## config.mk

```make
export PLATFORM = sky130hd
export DESIGN_NAME = floating_point_multiplier_pipelined
export DESIGN_NICKNAME = d
export VERILOG_FILES = /design/src/rtl/floating_point_multiplier_pipelined.sv
export SDC_FILE = /design/constraint.sdc
export NUM_CORES = 2
export LEC_CHECK = 0
export CAP_MARGIN = 40
export CORE_ASPECT_RATIO = 2
export CORE_MARGIN = 5
export CORE_UTILIZATION = 60
export CTS_CLUSTER_SIZE = 20
export DETAILED_ROUTE_END_ITERATION = 16
export PLACE_DENSITY_LB_ADDON = 0.08
export SLEW_MARGIN = 30
export SYNTH_ARGS = -nofsm -noshare
export SYNTH_HDL_FRONTEND = slang
export SYNTH_SLANG_ARGS = --single-unit
```

## constraint.sdc

```tcl
create_clock -name clk -period 4.3 [get_ports clk]
set_input_delay 1.075 -clock clk [delete_from_list [all_inputs] [get_ports clk]]
set_output_delay 1.075 -clock clk [all_outputs]
set_load 0.02 [all_outputs]
```

## src/rtl/floating_point_multiplier_pipelined.sv

```systemverilog
// Three-stage pipelined IEEE-754-style multiplier with valid/ready flow control on both sides.
// Subnormal operands flush to signed zero; every NaN result is the canonical qNaN.
module floating_point_multiplier_pipelined #(
  parameter int unsigned EXPONENT_WIDTH   = 8,
  parameter int unsigned MANTISSA_WIDTH   = 23,
  parameter bit          ROUND_TO_NEAREST = 1'b1
) (
  input  logic                                   clk,
  input  logic                                   rst_n,
  input  logic                                   in_valid,
  output logic                                   in_ready,
  input  logic [EXPONENT_WIDTH+MANTISSA_WIDTH:0] a,
  input  logic [EXPONENT_WIDTH+MANTISSA_WIDTH:0] b,
  output logic                                   out_valid,
  input  logic                                   out_ready,
  output logic [EXPONENT_WIDTH+MANTISSA_WIDTH:0] out,
  output logic                                   underflow_flag,
  output logic                                   overflow_flag,
  output logic                                   invalid_operation_flag
);

  localparam int unsigned EW   = EXPONENT_WIDTH;
  localparam int unsigned MW   = MANTISSA_WIDTH;
  localparam int unsigned W    = EW + MW + 1;
  localparam int unsigned XW   = EW + 2;
  localparam int unsigned PW   = 2 * (MW + 1);
  localparam int unsigned BIAS = (2 ** (EW - 1)) - 1;
  localparam int unsigned EMAX = (2 ** EW) - 1;

  // E4M3 has no infinity-free NaN space, so its canonical NaN uses an all-ones mantissa.
  localparam logic [MW-1:0] QNAN_MAN = (EW == 4 && MW == 3) ? {MW{1'b1}}
                                                             : {1'b1, {(MW-1){1'b0}}};
  localparam logic [W-1:0]  QNAN     = {1'b1, {EW{1'b1}}, QNAN_MAN};

  // Operand decode
  logic          a_sign, b_sign;
  logic [EW-1:0] a_exp, b_exp;
  logic [MW-1:0] a_man, b_man;
  logic          a_zero, a_inf, a_nan, a_snan;
  logic          b_zero, b_inf, b_nan, b_snan;

  assign a_sign = a[W-1];
  assign b_sign = b[W-1];
  assign a_exp  = a[W-2 -: EW];
  assign b_exp  = b[W-2 -: EW];
  assign a_man  = a[MW-1:0];
  assign b_man  = b[MW-1:0];

  assign a_zero = (a_exp == '0);
  assign b_zero = (b_exp == '0);
  assign a_inf  = (&a_exp) && (a_man == '0);
  assign b_inf  = (&b_exp) && (b_man == '0);
  assign a_nan  = (&a_exp) && (a_man != '0);
  assign b_nan  = (&b_exp) && (b_man != '0);
  assign a_snan = a_nan && !a_man[MW-1];
  assign b_snan = b_nan && !b_man[MW-1];

  // Handshake: each stage loads when empty or when the stage ahead is draining
  logic s1_valid_q, s1_valid_d;
  logic s2_valid_q, s2_valid_d;
  logic s3_valid_q, s3_valid_d;
  logic s1_load, s2_load, s3_load;
  logic s1_en, s2_en, s3_en;

  assign s3_load  = !s3_valid_q || out_ready;
  assign s2_load  = !s2_valid_q || s3_load;
  assign s1_load  = !s1_valid_q || s2_load;
  assign in_ready = s1_load;

  assign s1_en = s1_load && in_valid;
  assign s2_en = s2_load && s1_valid_q;
  assign s3_en = s3_load && s2_valid_q;

  assign s1_valid_d = s1_load ? in_valid   : s1_valid_q;
  assign s2_valid_d = s2_load ? s1_valid_q : s2_valid_q;
  assign s3_valid_d = s3_load ? s2_valid_q : s3_valid_q;

  // Stage 1: classify, special-case result, mantissa product, biased exponent sum
  logic          s1_sign_q, s1_sign_d;
  logic [XW-1:0] s1_exp_q, s1_exp_d;
  logic [PW-1:0] s1_prod_q, s1_prod_d;
  logic          s1_special_q, s1_special_d;
  logic [W-1:0]  s1_spec_res_q, s1_spec_res_d;
  logic          s1_invalid_q, s1_invalid_d;

  always_comb begin
    s1_sign_d     = a_sign ^ b_sign;
    s1_exp_d      = XW'(a_exp) + XW'(b_exp) - XW'(BIAS);
    s1_prod_d     = PW'({1'b1, a_man}) * PW'({1'b1, b_man});
    s1_special_d  = 1'b0;
    s1_spec_res_d = '0;
    s1_invalid_d  = 1'b0;
    if (a_nan || b_nan) begin
      s1_special_d  = 1'b1;
      s1_spec_res_d = QNAN;
      s1_invalid_d  = a_snan || b_snan;
    end else if ((a_zero && b_inf) || (a_inf && b_zero)) begin
      s1_special_d  = 1'b1;
      s1_spec_res_d = QNAN;
      s1_invalid_d  = 1'b1;
    end else if (a_inf || b_inf) begin
      s1_special_d  = 1'b1;
      s1_spec_res_d = {s1_sign_d, {EW{1'b1}}, {MW{1'b0}}};
    end else if (a_zero || b_zero) begin
      s1_special_d  = 1'b1;
      s1_spec_res_d = {s1_sign_d, {(W-1){1'b0}}};
    end
  end

  // Stage 2: normalize, guard/sticky extraction, range pre-check
  logic          s2_sign_q, s2_sign_d;
  logic [XW-1:0] s2_exp_q, s2_exp_d;
  logic [MW-1:0] s2_frac_q, s2_frac_d;
  logic          s2_guard_q, s2_guard_d;
  logic          s2_sticky_q, s2_sticky_d;
  logic          s2_unf_pre_q, s2_unf_pre_d;
  logic          s2_ovf_pre_q, s2_ovf_pre_d;
  logic          s2_special_q, s2_special_d;
  logic [W-1:0]  s2_spec_res_q, s2_spec_res_d;
  logic          s2_invalid_q, s2_invalid_d;

  always_comb begin
    s2_sign_d     = s1_sign_q;
    s2_special_d  = s1_special_q;
    s2_spec_res_d = s1_spec_res_q;
    s2_invalid_d  = s1_invalid_q;
    s2_exp_d      = s1_exp_q;
    s2_frac_d     = s1_prod_q[2*MW-1 -: MW];
    s2_guard_d    = s1_prod_q[MW-1];
    s2_sticky_d   = |s1_prod_q[MW-2:0];
    if (s1_prod_q[PW-1]) begin
      s2_exp_d    = s1_exp_q + XW'(1);
      s2_frac_d   = s1_prod_q[2*MW -: MW];
      s2_guard_d  = s1_prod_q[MW];
      s2_sticky_d = |s1_prod_q[MW-1:0];
    end
    // Rounding can raise the exponent by at most one, so negative stays underflow.
    s2_unf_pre_d = s2_exp_d[XW-1];
    s2_ovf_pre_d = $signed(s2_exp_d) >= $signed(XW'(EMAX));
  end

  // Stage 3: round, final range check, pack
  logic          round_up;
  logic [MW:0]   frac_sum;
  logic [XW-1:0] exp_f;
  logic          res_unf, res_ovf;
  logic [W-1:0]  out_q, out_d;
  logic          unf_q, unf_d;
  logic          ovf_q, ovf_d;
  logic          inv_q, inv_d;

  always_comb begin
    round_up = ROUND_TO_NEAREST && s2_guard_q && (s2_sticky_q || s2_frac_q[0]);
    frac_sum = {1'b0, s2_frac_q} + (MW+1)'(round_up);
    exp_f    = s2_exp_q + XW'(frac_sum[MW]);
    res_unf  = s2_unf_pre_q || exp_f[XW-1] || (exp_f == '0);
    res_ovf  = s2_ovf_pre_q || ($signed(exp_f) >= $signed(XW'(EMAX)));
    out_d    = {s2_sign_q, exp_f[EW-1:0], frac_sum[MW-1:0]};
    unf_d    = 1'b0;
    ovf_d    = 1'b0;
    inv_d    = 1'b0;
    if (s2_special_q) begin
      out_d = s2_spec_res_q;
      inv_d = s2_invalid_q;
    end else if (res_unf) begin
      out_d = {s2_sign_q, {(W-1){1'b0}}};
      unf_d = 1'b1;
    end else if (res_ovf) begin
      out_d = {s2_sign_q, {EW{1'b1}}, {MW{1'b0}}};
      ovf_d = 1'b1;
    end
  end

  // Control state and output registers
  always_ff @(posedge clk or negedge rst_n) begin
    if (!rst_n) begin
      s1_valid_q <= 1'b0;
      s2_valid_q <= 1'b0;
      s3_valid_q <= 1'b0;
      out_q      <= '0;
      unf_q      <= 1'b0;
      ovf_q      <= 1'b0;
      inv_q      <= 1'b0;
    end else begin
      s1_valid_q <= s1_valid_d;
      s2_valid_q <= s2_valid_d;
      s3_valid_q <= s3_valid_d;
      if (s3_en) begin
        out_q <= out_d;
        unf_q <= unf_d;
        ovf_q <= ovf_d;
        inv_q <= inv_d;
      end
    end
  end

  // Datapath payload registers; qualified by the valid bits so no reset needed
  always_ff @(posedge clk) begin
    if (s1_en) begin
      s1_sign_q     <= s1_sign_d;
      s1_exp_q      <= s1_exp_d;
      s1_prod_q     <= s1_prod_d;
      s1_special_q  <= s1_special_d;
      s1_spec_res_q <= s1_spec_res_d;
      s1_invalid_q  <= s1_invalid_d;
    end
    if (s2_en) begin
      s2_sign_q     <= s2_sign_d;
      s2_exp_q      <= s2_exp_d;
      s2_frac_q     <= s2_frac_d;
      s2_guard_q    <= s2_guard_d;
      s2_sticky_q   <= s2_sticky_d;
      s2_unf_pre_q  <= s2_unf_pre_d;
      s2_ovf_pre_q  <= s2_ovf_pre_d;
      s2_special_q  <= s2_special_d;
      s2_spec_res_q <= s2_spec_res_d;
      s2_invalid_q  <= s2_invalid_d;
    end
  end

  assign out_valid              = s3_valid_q;
  assign out                    = out_q;
  assign underflow_flag         = unf_q;
  assign overflow_flag          = ovf_q;
  assign invalid_operation_flag = inv_q;

endmodule

```

==> impl_metrics.py <==
metrics = {
    "sta": {
        "timing.clock.skew_ns": 0.00945,
        "layout_min_cycle_time_ns": 7.22,
        "rsz0062_at_grt": "true",
        "period_share_pct": 168,
        "holdWs_ns": 0.418,
        "setup_violations": 42,
        "timing.slew.headroom_pct": 49.9,
        "fin_ws_ns": -2.92,
        "timing_max_transition_violations_final": 0,
        "max_clock_freq_mhz": 138,
        "totalNegativeSetupSlack_ns": -96.84,
        "finalHoldViolations": 0,
        "max_slew.worst_pin.slew_ns": 0.751,
    },
    "cts": {
        "clk_root_buffer_cell": "clkbuf_16",
        "tritoncts_num_sinks": 144,
        "cts_tree": "built",
        "clkLatencyLatePin_ns": 0.43,
        "clk_path_buf_depth": 2,
        "clkSlewWorstSetupHoldPaths_ns": 0.06,
        "cts_hold_buf": 0,
        "tritoncts.num_buffers": 17,
        "cts_h_tree_lvls": 4,
    },
    "yosys": {
        "synth-async-reset-ratio_pct": 26.4,
        "synth-main-ff-cell": "edfxtp_1",
        "yosys_register_bits": 144,
        "synth-edff-count": 106,
        "syn-instance-count": 2596,
        "yosysWarnings": 0,
        "seq_area_frac_synth_pct": 16.5,
        "synthesized_nets": 3341,
        "post_synth_instance_area_sq_um": 25000,
        "postSynthAreaPerCell_sq_um": 9.62,
        "yosys.cell_types.count": 65,
    },
    "place": {
        "place_congestion": 1.04,
        "place_hpwl_mm": 64.3,
        "numPortBuffers": 104,
    },
    "global_routing": {
        "track_usage_pct": 37.8,
        "initial_antenna_violation_count": 0,
        "global_route_wire_length_before_repair_mm": 131,
        "overflow": 0,
        "grt_max_degree": 53,
        "grt_pass1_vias": 23064,
    },
    "route": {
        "number_of_optimization_iterations_in_the_first_detailed_route_pass": 5,
        "routed-wl-met2_mm": 45.0,
        "drcViolationCount": 0,
        "antenna_left": 0,
        "met1_length_mm": 25.7,
        "route.met3.wl_mm": 5.88,
        "detailedRoute.firstIterationViolations": 1391,
        "detail_route.vias_per_cell": 5.74,
        "routed_wirelength_mm": 87.3,
        "dr_total_vias": 20785,
        "routed.top_layer": "met4",
        "routedWlPerCell_um": 24.1,
    },
    "die": {
        "floorplan.initialDensity_pct": 60.8,
        "die-area_sq_um": 46100,
        "fp.dieW_um": 154,
        "die_h_um": 299,
        "core.rowCount": 105,
        "core_area_sq_um": 41100,
        "design.portCount": 105,
    },
    "final_layout": {
        "layout-area-overhead-vs-synth_pct": 33.1,
        "final_common_cell": "inv_1",
        "most-common-layout-cells": "inv_1, fa_1, buf_4",
        "filler_cell_count": 2526,
        "num-nets-final": 3817,
        "post_route_cells_drive_above_1_share_pct": 28.9,
    },
    "run": {
        "cap_viol_max_count": 0,
    },
    "outcome": {
        "status": "complete, but fails checks",
        "violated_checks": "negative setup slack",
    },
    "setup_path": {
        "timing.setup.critical_path_class": "in2reg",
        "max_stage_delay_ns": 0.58,
        "crit_path_end_kind": "register",
        "critical-path-top-cell-by-count": "fa_1",
        "crit_slowest_cell": "fa_1",
        "critical_path.max_fanout": 5,
        "worst_setup_path_start_kind": "input port",
        "crit_arrival_ns": 7.53,
        "worstPathRequired_ns": 4.60,
    },
    "worst_hold_path": {
        "hold_class": "reg2reg",
    },
}
worst paths after layout:
| check | from | endpoint | slack, ns | cells after the start |
|---|---|---|---|---|
| max reg2reg | s2_frac_q[0] | out[13] | 0.29 | 20 |
| max | a[19] | s1_prod_q[44] | -2.92 | 25 |
| min | s1_invalid_q | s2_invalid_q | 0.42 | 0 |
| min reg2reg | s1_invalid_q | s2_invalid_q | 0.42 | 0 |
| min in group asynchronous | rst_n | out[17] | 0.51 | 1 |
| max in group asynchronous | rst_n | invalid_operation_flag | 3.37 | 2 |
logic make-up (layout without fill, tap and decap cells):
logic type,Yosys count,in the layout,synth area share [%]
compound gates,167,167,4.40
xor+xnor,89,89,3.12
fa+ha+maj,677,677,48.4
buf+inv,705,1194,10.6
flops,144,144,16.5
mux,26,26,1.17
other cells,0,1,0
simple gates,788,788,15.7
registers in the layout, indices dropped and copies added, names as in the netlist, 3 cells and up:
register and count:
s1_prod_q 48, s1_exp_q 10, s1_spec_res_q 3, s2_frac_q 23, s2_spec_res_q 3, out 32, s2_exp_q 10
metrics by stage:
step | worst slack [ns] | util, % | std cells | cell area, sq um
after global placement | -3.68 | 71.6 | 3427 | 29500
after detailed placement | -3.78 | 71.6 | 3427 | 29500
after CTS | -2.86 | 79.4 | 3595 | 32600
after global routing | -3.07 | 80.8 | 3620 | 33200
after floorplan | -2.77 | - | 2596 | 25700
final | -2.92 | 80.8 | 3621 | 33200
synth_stat cells (3+ instances only):
cell	n	area share, %
clkbuf_1	101	1.5
o21ai_0	26	0.52
nand2b_1	8	0.20
nor4_1	20	0.50
nor2b_1	10	0.25
nor3b_1	3	0.090
or3_1	4	0.10
inv_1	593	8.9
xor2_1	32	1.1
clkinv_1	3	0.045
o21bai_1	9	0.27
o21a_1	5	0.15
and2_1	257	6.4
a21o_1	14	0.42
buf_1	3	0.045
o22ai_1	6	0.15
nor2_1	77	1.2
xnor2_1	57	2.0
nand2_1	316	4.7
a31oi_1	7	0.18
fa_1	483	39
o31ai_1	23	0.69
dfrtp_1	38	3.8
edfxtp_1	106	13
nand4_1	23	0.58
nand3_1	33	0.66
and3_1	13	0.33
nor3_1	11	0.22
a21oi_1	46	0.92
mux2_2	25	1.1
ha_1	194	9.7
a211oi_1	8	0.24
critical path: cells and delay by family:
kind,cells,cell delay [ns]
AO/OA/AOI/OAI,5,0.70
AND/OR/NAND/NOR,5,1.24
buffers and inverters,7,0.63
adder cells (fa/ha/maj),8,3.86
metal layers:
metal | track usage (%) | vias to the layer above
met1 | 36.6 | 10376
li1 | - | 8841
met2 | 67.0 | 1019
met4 | 32.8 | 0
met3 | 7.67 | 549
met5 | 0 | -
cell type report:
class	instances	area [sq um]	area share, %
Antenna cell	1	2.50	0.00753
Clock buffer	18	429	1.29
Clock inverter	14	154	0.463
Inverter	596	2280	6.86
Multi-Input combinational cell	1747	19600	59.1
Sequential cell	144	4130	12.4
Tap cell	535	669	2.01
Timing Repair Buffer	566	5930	17.8
repair_timing:
item	in CTS	in global routing
pin swaps	223	138
gates resized for setup	492	146
endpoints found under the setup margin	43	73
setup buffers	122	32
gates cloned	22	0
Power is left out: the tool's default activity adds up to more than one toggle a clock period on the data nets, which glitch-free logic cannot reach.
==> patch: new RTL, same settings <==
Reset style: synchronous (`rst_n`), changed in one clocked block.
--- a/src/rtl/floating_point_multiplier_pipelined.sv
+++ b/src/rtl/floating_point_multiplier_pipelined.sv
@@ -172,7 +172,7 @@
   end
 
   // Control state and output registers
-  always_ff @(posedge clk or negedge rst_n) begin
+  always_ff @(posedge clk) begin
     if (!rst_n) begin
       s1_valid_q <= 1'b0;
       s2_valid_q <= 1'b0;
Function: differs if rst_n is asserted again (counterexample within 4 cycles, from zero or initial values and one cycle with rst_n low); with rst_n held inactive, the same outputs for 4 cycles.
==> patch against the unedited design <==
Count of clock-buffer cells in the layout rose by 2. Sequential cell count did not move. Global-route usage fell by 3.7 points. Critical endpoint is now s1_prod_q[45]. Final area fell by 0.63%. Wire length fell by 8.2%. Final cell count barely moved. Area after synthesis rose by 0.16%. Register-to-register slack improved by 0.03 ns. The flow still finishes with violations (setup timing). Setup slack improved by 0.060 ns. Largest cell class unchanged.
Power is left out: the tool's default activity adds up to more than one toggle a clock period on the data nets, which glitch-free logic cannot reach.
==> patch: results (changes against the unedited design) <==
----------------------------------------------------
[Clocking]
  Post-CTS setup repair buffer count ... 83 (was 122)
  Total of cells resized after clock tree synthesis ... 543 (was 492)
  Cts bufs inserted ... 17 (unchanged)

[Synthesis]
  Mapped Cells ... 2,627 (was 2,596)
  Count of unique library cells instantiated by Yosys ... 73 (was 65)
  Sequential area share after synthesis ... 15.76% (was 16.55%)
  FFs w/ async S/R, synth ... 0% (was 26.39%)
  Ranking of synthesized cells by instance count ... 594 x inv_1, 483 x fa_1, 325 x nand2_1 (was 593 x inv_1, 483 x fa_1, 316 x nand2_1)
  Dominant cells by area after synthesis ... fa_1 39%, edfxtp_1 13%, ha_1 9.7%, inv_1 8.9%, and2_1 6.4% (unchanged)
  Net count after synthesis ... 3,372 (was 3,341)

[Run status]
  Outcome ... complete, but fails checks (unchanged)
  Violated checks ... setup timing (unchanged)

[Global routing]
  Wire length of the first global-routing pass ... 120,600 microns (was 130,700 microns)
  Largest net degree at the start of global routing ... 65 (was 53)
  Overall Global Routing Usage ... 34.17% (was 37.85%)
  Number of global-route vias before repair ... 22.29k (was 23.06k)

[Detailed routing]
  First-pass iteration count of the detailed router ... 6 (was 5)
  Vias per inst ... 5.661 (was 5.740)
  Number of violations reported at the end of detailed-routing iteration 0 ... 1,387 (was 1,391)

[Timing]
  Layout Skew ... 0.01566 ns (was 0.009453 ns)
  Final setup fails ... 42 (unchanged)
  Final sum of negative setup slack ... -92.98 ns (was -96.84 ns)
  Worst slew slack as a fraction of its limit ... 45.46% (was 49.92%)
  Worst setup margin ... -2.862 ns (was -2.923 ns)

[Worst setup path]
  Data arrival time of the critical path ... 7.34 ns (was 7.53 ns)
  Worst path max stage delay ... 0.62 ns (was 0.58 ns)

[Placement]
  Post-Place Worst Slack ... -3.681 ns (was -3.780 ns)
  Gp weighted congestion ... 0.9492 (was 1.040)
  Sum of net half-perimeters after detailed placement ... 57,340 microns (was 64,330 microns)
  Total cell area at the placement stage ... 0.02927 sq mm (was 0.02946 sq mm)

[Cells and area]
  Nets ... 3,811 (was 3,817)
  Fraction of final layout cells sized beyond drive strength 1 ... 27.90% (was 28.95%)
  Final cell count without fillers ... 3,620 (was 3,621)

----------------------------------------------------
patch: cell count changes in the layout (fill, tap and decap cells not counted), moves of 22 or more:
cell     before  now
buf_4       309  259
dfxtp_1       0   38
a21oi_1      19   42
o21ai_0      12   36
o31ai_1      22    0
dfrtp_1      38    0
patch: worst register-to-register path: cells and delay by family, from the launching register on:
family / cells / cell delay, ns
flops: 1 / 0.35
xor+xnor: 1 / 0.18
compound gates: 2 / 0.21
fa+ha+maj: 3 / 0.75
buf+inv: 1 / 0.17
simple gates: 11 / 2.19
patch: final cells by class:
| type | count | area (sq um) |
|---|---|---|
| multi-input combinational | 1772 | 19800 |
| inverter | 597 | 2267 |
| fill | 2497 | 8479 |
| timing repair buffer | 534 | 5769 |
| tap | 540 | 675.6 |
| antenna | 1 | 2.502 |
| clock inverter | 12 | 107.6 |
| clock buffer | 20 | 467.9 |
| sequential | 144 | 3944 |
patch: worst paths after layout:
kind | start | end | slack (ns) | depth (start not counted)
setup / recovery | a[4] | s1_prod_q[45] | -2.86 | 21
hold reg to reg | s1_invalid_q | s2_invalid_q | 0.42 | 0
setup reg to reg | s2_frac_q[0] | out[6] | 0.32 | 18
hold / removal | s1_invalid_q | s2_invalid_q | 0.42 | 0
patch: logic make-up (layout without fill, tap and decap cells):
family / after synthesis / in the layout / synth area share (%)
xor gates and xnor gates: 85 / 85 / 2.975
other: 0 / 1 / 0
muxes: 26 / 26 / 1.165
adders and majority gates: 677 / 677 / 48.34
and+or+nand+nor: 768 / 768 / 15.17
AOI/OAI and AO/OA: 216 / 216 / 5.801
buffers and inverters: 711 / 1163 / 10.79
DFF: 144 / 144 / 15.76
patch: layer usage:
metal	wire length, microns	GRT usage, %
met3	6454	6.608
met5	11	0
met4	5845	17.58
met1	27020	39.56
met2	40760	59.73
